`src/rtl/ul8_control_unit.sv`:
```
// UL8 fetch/decode/execute sequencer: Moore decode of the state register plus ir.
// Optional build macro UL8_CTRL_JZ_EN turns opcode 000 into JZ (conditional jump on akku_zero).
module ul8_control_unit (
    input  logic       clk,
    input  logic       rst_n,
    input  logic [7:0] ir,
    input  logic       akku_zero,
    output logic [2:0] bus_sel,
    output logic       akku_load,
    output logic       pc_load,
    output logic       x_load,
    output logic       y_load,
    output logic       ar_load,
    output logic       ir_load,
    output logic [1:0] alu_op,
    output logic       pc_inc,
    output logic       mem_we,
    output logic       halted
);

    typedef enum logic [2:0] {
        FETCH0,
        FETCH1,
        EXEC0,
        EXEC1,
        HALT
    } state_t;

    typedef enum logic [2:0] {
        OP_NOP = 3'b000,
        OP_LDA = 3'b001,
        OP_STA = 3'b010,
        OP_LDX = 3'b011,
        OP_LDY = 3'b100,
        OP_ALU = 3'b101,
        OP_JMP = 3'b110,
        OP_HLT = 3'b111
    } opcode_t;

    localparam logic [2:0] BUS_AKKU = 3'd0;
    localparam logic [2:0] BUS_PC   = 3'd1;
    localparam logic [2:0] BUS_RAM  = 3'd2;
    localparam logic [2:0] BUS_IR   = 3'd5;
    localparam logic [2:0] BUS_ALU  = 3'd6;

    state_t  state;
    state_t  next_state;
    opcode_t opcode;

    // Operand bits reach the datapath directly; only ir[7:5] and ir[1:0] matter here.
    logic unused_inputs;
    assign unused_inputs = ^{ir[4:2], akku_zero};

    assign opcode = opcode_t'(ir[7:5]);

    always_ff @(posedge clk or negedge rst_n) begin
        if (!rst_n) begin
            state <= FETCH0;
        end else begin
            state <= next_state;
        end
    end

    always_comb begin
        next_state = state;
        case (state)
            FETCH0: next_state = FETCH1;
            FETCH1: next_state = EXEC0;
            EXEC0: begin
                case (opcode)
                    OP_LDA, OP_STA, OP_LDX, OP_LDY, OP_ALU: next_state = EXEC1;
                    OP_HLT:                                 next_state = HALT;
                    default:                                next_state = FETCH0;
                endcase
            end
            EXEC1:   next_state = FETCH0;
            HALT:    next_state = HALT;
            default: next_state = FETCH0;
        endcase
    end

    // rst_n gates the decode so a reset asserted mid-instruction kills every strobe at once.
    always_comb begin
        bus_sel   = '0;
        akku_load = 1'b0;
        pc_load   = 1'b0;
        x_load    = 1'b0;
        y_load    = 1'b0;
        ar_load   = 1'b0;
        ir_load   = 1'b0;
        alu_op    = '0;
        pc_inc    = 1'b0;
        mem_we    = 1'b0;
        halted    = 1'b0;
        if (rst_n) begin
            case (state)
                FETCH0: begin
                    bus_sel = BUS_PC;
                    ar_load = 1'b1;
                end
                FETCH1: begin
                    bus_sel = BUS_RAM;
                    ir_load = 1'b1;
                    pc_inc  = 1'b1;
                end
                EXEC0: begin
                    case (opcode)
                        OP_LDA, OP_STA, OP_LDX, OP_LDY: begin
                            bus_sel = BUS_IR;
                            ar_load = 1'b1;
                        end
                        OP_ALU: alu_op = ir[1:0];
                        OP_JMP: begin
                            bus_sel = BUS_IR;
                            pc_load = 1'b1;
                        end
`ifdef UL8_CTRL_JZ_EN
                        OP_NOP: begin
                            if (akku_zero) begin
                                bus_sel = BUS_IR;
                                pc_load = 1'b1;
                            end
                        end
`endif
                        default: ;
                    endcase
                end
                EXEC1: begin
                    case (opcode)
                        OP_LDA: begin
                            bus_sel   = BUS_RAM;
                            akku_load = 1'b1;
                        end
                        OP_STA: begin
                            bus_sel = BUS_AKKU;
                            mem_we  = 1'b1;
                        end
                        OP_LDX: begin
                            bus_sel = BUS_RAM;
                            x_load  = 1'b1;
                        end
                        OP_LDY: begin
                            bus_sel = BUS_RAM;
                            y_load  = 1'b1;
                        end
                        OP_ALU: begin
                            alu_op    = ir[1:0];
                            bus_sel   = BUS_ALU;
                            akku_load = 1'b1;
                        end
                        default: ;
                    endcase
                end
                HALT:    halted = 1'b1;
                default: ;
            endcase
        end
    end

endmodule
```
`config.mk`:
```
export PLATFORM = sky130hd
export DESIGN_NAME = ul8_control_unit
export DESIGN_NICKNAME = d
export VERILOG_FILES = /design/src/rtl/ul8_control_unit.sv
export SDC_FILE = /design/constraint.sdc
export NUM_CORES = 1
export LEC_CHECK = 0
export CORE_AREA = 10 10 47 49
export DETAILED_ROUTE_END_ITERATION = 16
export DIE_AREA = 0 0 57 59
export PLACE_DENSITY = 0.69
export SLEW_MARGIN = 20
export SYNTH_ARGS = -nofsm -noshare
export SYNTH_HDL_FRONTEND = slang
export SYNTH_SLANG_ARGS = --single-unit
```
`constraint.sdc`:
```
create_clock -name clk -period 1.1 [get_ports clk]
set_input_delay 0.165 -clock clk [delete_from_list [all_inputs] [get_ports clk]]
set_output_delay 0.165 -clock clk [all_outputs]
set_load 0.005 [all_outputs]
```
======== Yosys cells after proc, flatten, opt, wreduce, memory -nomap -nowiden ========
Cells that the tools add are included.
operators by class
  equal/unequal tests ..................... 11
  mux-type cells .......................... 31
  reductions and logical operators ........ 7
operators by type and width
  operator              count
  $pmux W3 S4           2
  $mux W1               21
  $eq A3 B3 Y1 const B  5
  $eq A3 B2 Y1 const B  4
  $pmux W3 S2           2
  $reduce_or A5 Y1      2
  $eq A3 B1 Y1 const B  2
  $mux W2               3
  $mux W3               2
  $reduce_or A2 Y1      2
  $reduce_or A4 Y1      1
  $logic_not A3 Y1      1
  $reduce_or A3 Y1      1
  $pmux W1 S2           1
word-level totals
  output and inout bits ................... 14
  flip-flop bits (word level) ............. 3

======== Longest topological paths before layout ========
Gate-level depths: netlist (run 1).
  depth in word-level cells ............... 5
  mapped depth ............................ 4

======== Worst setup path after synthesis (run 1) ========
Ideal clock, no wire load.
  path type ............................... flip-flop to output port
  start point ............................. register state[2]
  end point ............................... output pc_inc
  cell stages (with the launch flop) ...... 5
  arrival ................................. 1.031 ns
  data required time ...................... 0.935 ns
  setup slack ............................. -0.096 ns
  cell sequence ........................... dfrtp_1 > nor2b_1 > nand2_1 > nor2_1 > buf_4
on the way
  longest elaborated chain between the ends .. 3
RTL lines
  item                      RTL line  source
  start: declaration        46        state_t state;
  start signal: assignment  60        state <= next_state;
  $eq A3 B1 Y1              n/a
  $mux W1 (2 in a row)      n/a
  end: declaration          16        output logic pc_inc,
Every way passes these cells.

======== Worst setup path after layout (run 1) ========
  start point ............................. register state[2]
  end point ............................... output alu_op[1]
on the way
  longest elaborated chain between the ends .. 4
  elaborated cells between the ends (all ways) .. 5
RTL lines
  item                          RTL line  source
  $eq A3 B2 Y1                  96        case (state)
  $reduce_or A2 Y1 (no line) *  n/a
  $mux W2 *                     n/a
  $mux W2 *                     95        if (rst_n) begin
  end: declaration              15        output logic [1:0] alu_op,
Mark *: on every way between the ends. The rest lies on a longest branch, timed or not.

==> results.json, run 1 <==
{
  "grt_start_max_net_pins": 11,
  "top_register": "state",
  "peakVddDrop_mv": 0.942,
  "wl_mm": 1.39,
  "slowest_delay_ps": 400,
  "clkSinkCount": 3,
  "use_met2": 0.164,
  "antenna_cells": 0,
  "reg2reg_depth": 5,
  "grt_util_met3": 0.0172,
  "area_growth_syn_to_layout_pct": 101,
  "powerDensity_nw_per_um2": 1610,
  "core-area_sq_um": 1400,
  "fmax_mhz": 668,
  "setup_viol": 15,
  "met1_usage": 0.0786,
  "fin_crit_ps": 1500,
  "antenna_found_initial": 0,
  "grt_pass1_wl_mm": 2.32,
  "cts_buffer_depth": 2,
  "grt_pass1_vias": 548,
  "fin_nets": 100,
  "rsz0062_at_grt": "true",
  "maxCapViolations": 0,
  "largest_reg_flops": 3,
  "clkTransAtPathRegs_ps": 40,
  "cts_root_buffer": "clkbuf_4",
  "clock_latency_ps": 240,
  "first_iter_violations": 6,
  "floorplan.initialDensity": 0.271,
  "yosysWarnings": 0,
  "synth_nets": 62,
  "timing.rr.end": "state[2]",
  "reg.largest.list": "state (3)",
  "cts_buffers": 3,
  "grt-busiest-layer": "met2",
  "status": "complete, but fails checks",
  "syn-cell-area_sq_um": 379,
  "post_drt_wl_per_cell_um": 13.4,
  "io_pins": 25,
  "synth_area_per_cell_sq_um": 7.43,
  "rrSetupSlack_ps": -40,
  "crit_buf_inv": 2,
  "die-area_sq_um": 3360,
  "violations": "setup timing",
  "layout_common_cells": "13 x buf_4, 10 x buf_2, 7 x buf_6, 6 x nand2_1",
  "worst_setup_path_start_kind": "flop",
  "cp_top_family": "simple AND/OR/NAND/NOR gates",
  "final_common_cell": "buf_4",
  "synthCells": 51,
  "cp-endpoint": "alu_op[1]",
  "routabilityCongestion": 0.755,
  "yosysUniqueCellTypes": 26,
  "setup-tns-final_ps": -4830,
  "hold_class": "primary input to flop",
  "cts-htree-levels": 1,
  "cp-startpoint": "state[2]",
  "crit_path_end_kind": "output port",
  "r2r-start": "state[2]",
  "drc": 0,
  "drv_slew": 0,
  "drive_above_1_share": 0.625,
  "die_x_um": 57,
  "crit_fanout": 5,
  "cp.arrival_ps": 1330,
  "fp.dieH_um": 59,
  "setup_ws_ps": -398,
  "fill_cells": 139,
  "clock_skew_ps": 5.65,
  "hold_viol": 0,
  "via_count": 507,
  "max_slew_margin": 0.841,
  "global_route.usage.total": 0.0843,
  "crit_type": "flop to output port",
  "num_rows": 14,
  "grt_overflow_total": 0,
  "pre_cts_slack_ps": -857,
  "synth_seq_area_share": 0.198,
  "critical_path.cell_chain": "nor2b_4 > buf_6 > and3_4 > and2_4 > buf_6",
  "dp_hpwl_um": 979,
  "firstDrtPassIters": 4,
  "total_power_uw": 1230,
  "period_share": 1.36,
  "cp.depth": 5,
  "avgViaCountPerCell": 4.88,
  "cpMaxStageDelayCell": "dfrtp_1",
  "cp_data_required_time_ps": 940,
  "seq_area_sq_um": 77.6,
  "port_buffers": 20,
  "leakagePower_uw": 0.000367,
  "crit_path_frequent_cell": "buf_6",
  "ys_seq_elements": 3,
  "cts_tree": "yes",
  "tightest_slew_ps": 237,
  "ant_nets": 0,
  "multi_input_area_sq_um": 333
}
## worst register-to-register path, stage by stage, from the launching register on
cell      delay, ps
dfrtp_1         400
buf_4           140
buf_4           140
nand2b_1        130
o21ai_1         100
nor2b_1         150
## synthesized netlist by cell type
cell	instances	area [sq um]
a211oi_1	1	7.51
a211oi_2	1	12.5
a21oi_1	2	10.0
a31oi_1	1	6.26
a31oi_4	1	21.3
and2_1	2	12.5
and3_1	1	6.26
and3b_2	1	10.0
buf_2	4	20.0
buf_4	1	7.51
buf_6	1	11.3
dfrtp_1	3	75.1
nand2_1	6	22.5
nand2b_1	5	31.3
nand3_1	2	10.0
nand3b_1	1	7.51
nand4_1	1	6.26
nor2_1	5	18.8
nor2b_1	2	12.5
nor3_1	3	15.0
nor3b_1	1	7.51
o2111a_1	1	11.3
o211ai_1	1	7.51
o21ai_0	2	10.0
or2b_1	1	7.51
or3_4	1	11.3
## cell families after synthesis
group                  count (synthesis)  share of synthesized area
flip-flops                             3                      0.198
buffers and inverters                  6                      0.102
AO/OA/AOI/OAI                         10                      0.228
AND/OR/NAND/NOR                       32                      0.472
## per-stage QoR
stage / util / instances / area, sq um / hold slack [ps]
finish: 0.543 / 104 / 761 / 412
floorplan: - / 51 / 384 / -131
CTS: 0.547 / 103 / 767 / 495
global route: 0.543 / 104 / 761 / 465
global placement: 0.463 / 92 / 648 / 459
detailed placement: 0.463 / 92 / 648 / 463
## worst min path at each step
stage           from  endpoint  slack, ps  depth (start not counted)
5_1_grt        ir[7]  state[0]        470                          4
2_1_floorplan  rst_n  state[0]       -130                          0
6_report       ir[7]  state[0]        410                          4
3_5_place_dp   rst_n  state[2]        460                          2
4_1_cts        ir[7]  state[0]        500                          4
3_3_place_gp   rst_n  state[2]        460                          2
## routing by layer
metal / share of wire / up-vias
met5: 0 / -
met4: 0.013 / 0
met1: 0.38 / 239
met3: 0.035 / 2
li1: - / 251
met2: 0.57 / 15
## report_power, final
| part | switching [uW] | internal (uW) | leakage [uW] |
|---|---|---|---|
| combinational | 337 | 429 | 0.000317 |
| clock | 67.5 | 137 | 0.0000150 |
| sequential | 92.1 | 163 | 0.0000355 |
## repair_timing
action,CTS,global route
hold buffers,1,0
cloned,0,0
pin swaps,8,4
setup endpoints to repair,16,16
hold endpoints to repair,3,0
setup buffers,6,1
gates resized for setup,78,6
## layout make-up
cell class / instances / area share
Clock buffer: 4 / 0.0345
Sequential cell: 3 / 0.102
Timing Repair Buffer: 39 / 0.400
Tap cell: 16 / 0.0263
Multi-Input combinational cell: 42 / 0.437
(Power assumes the default switching activity.)
==> inputs of run 2 (changes only) <==
- CAP_MARGIN: default -> 15
==> results of run 2 <==
No change in the layout: final DEF, timing and power equal those of run 1.
==> inputs of run 3 (changes only) <==
- ABC_AREA: default -> 0
==> results of run 3 <==
No change in the layout: final DEF, timing and power equal those of run 1.
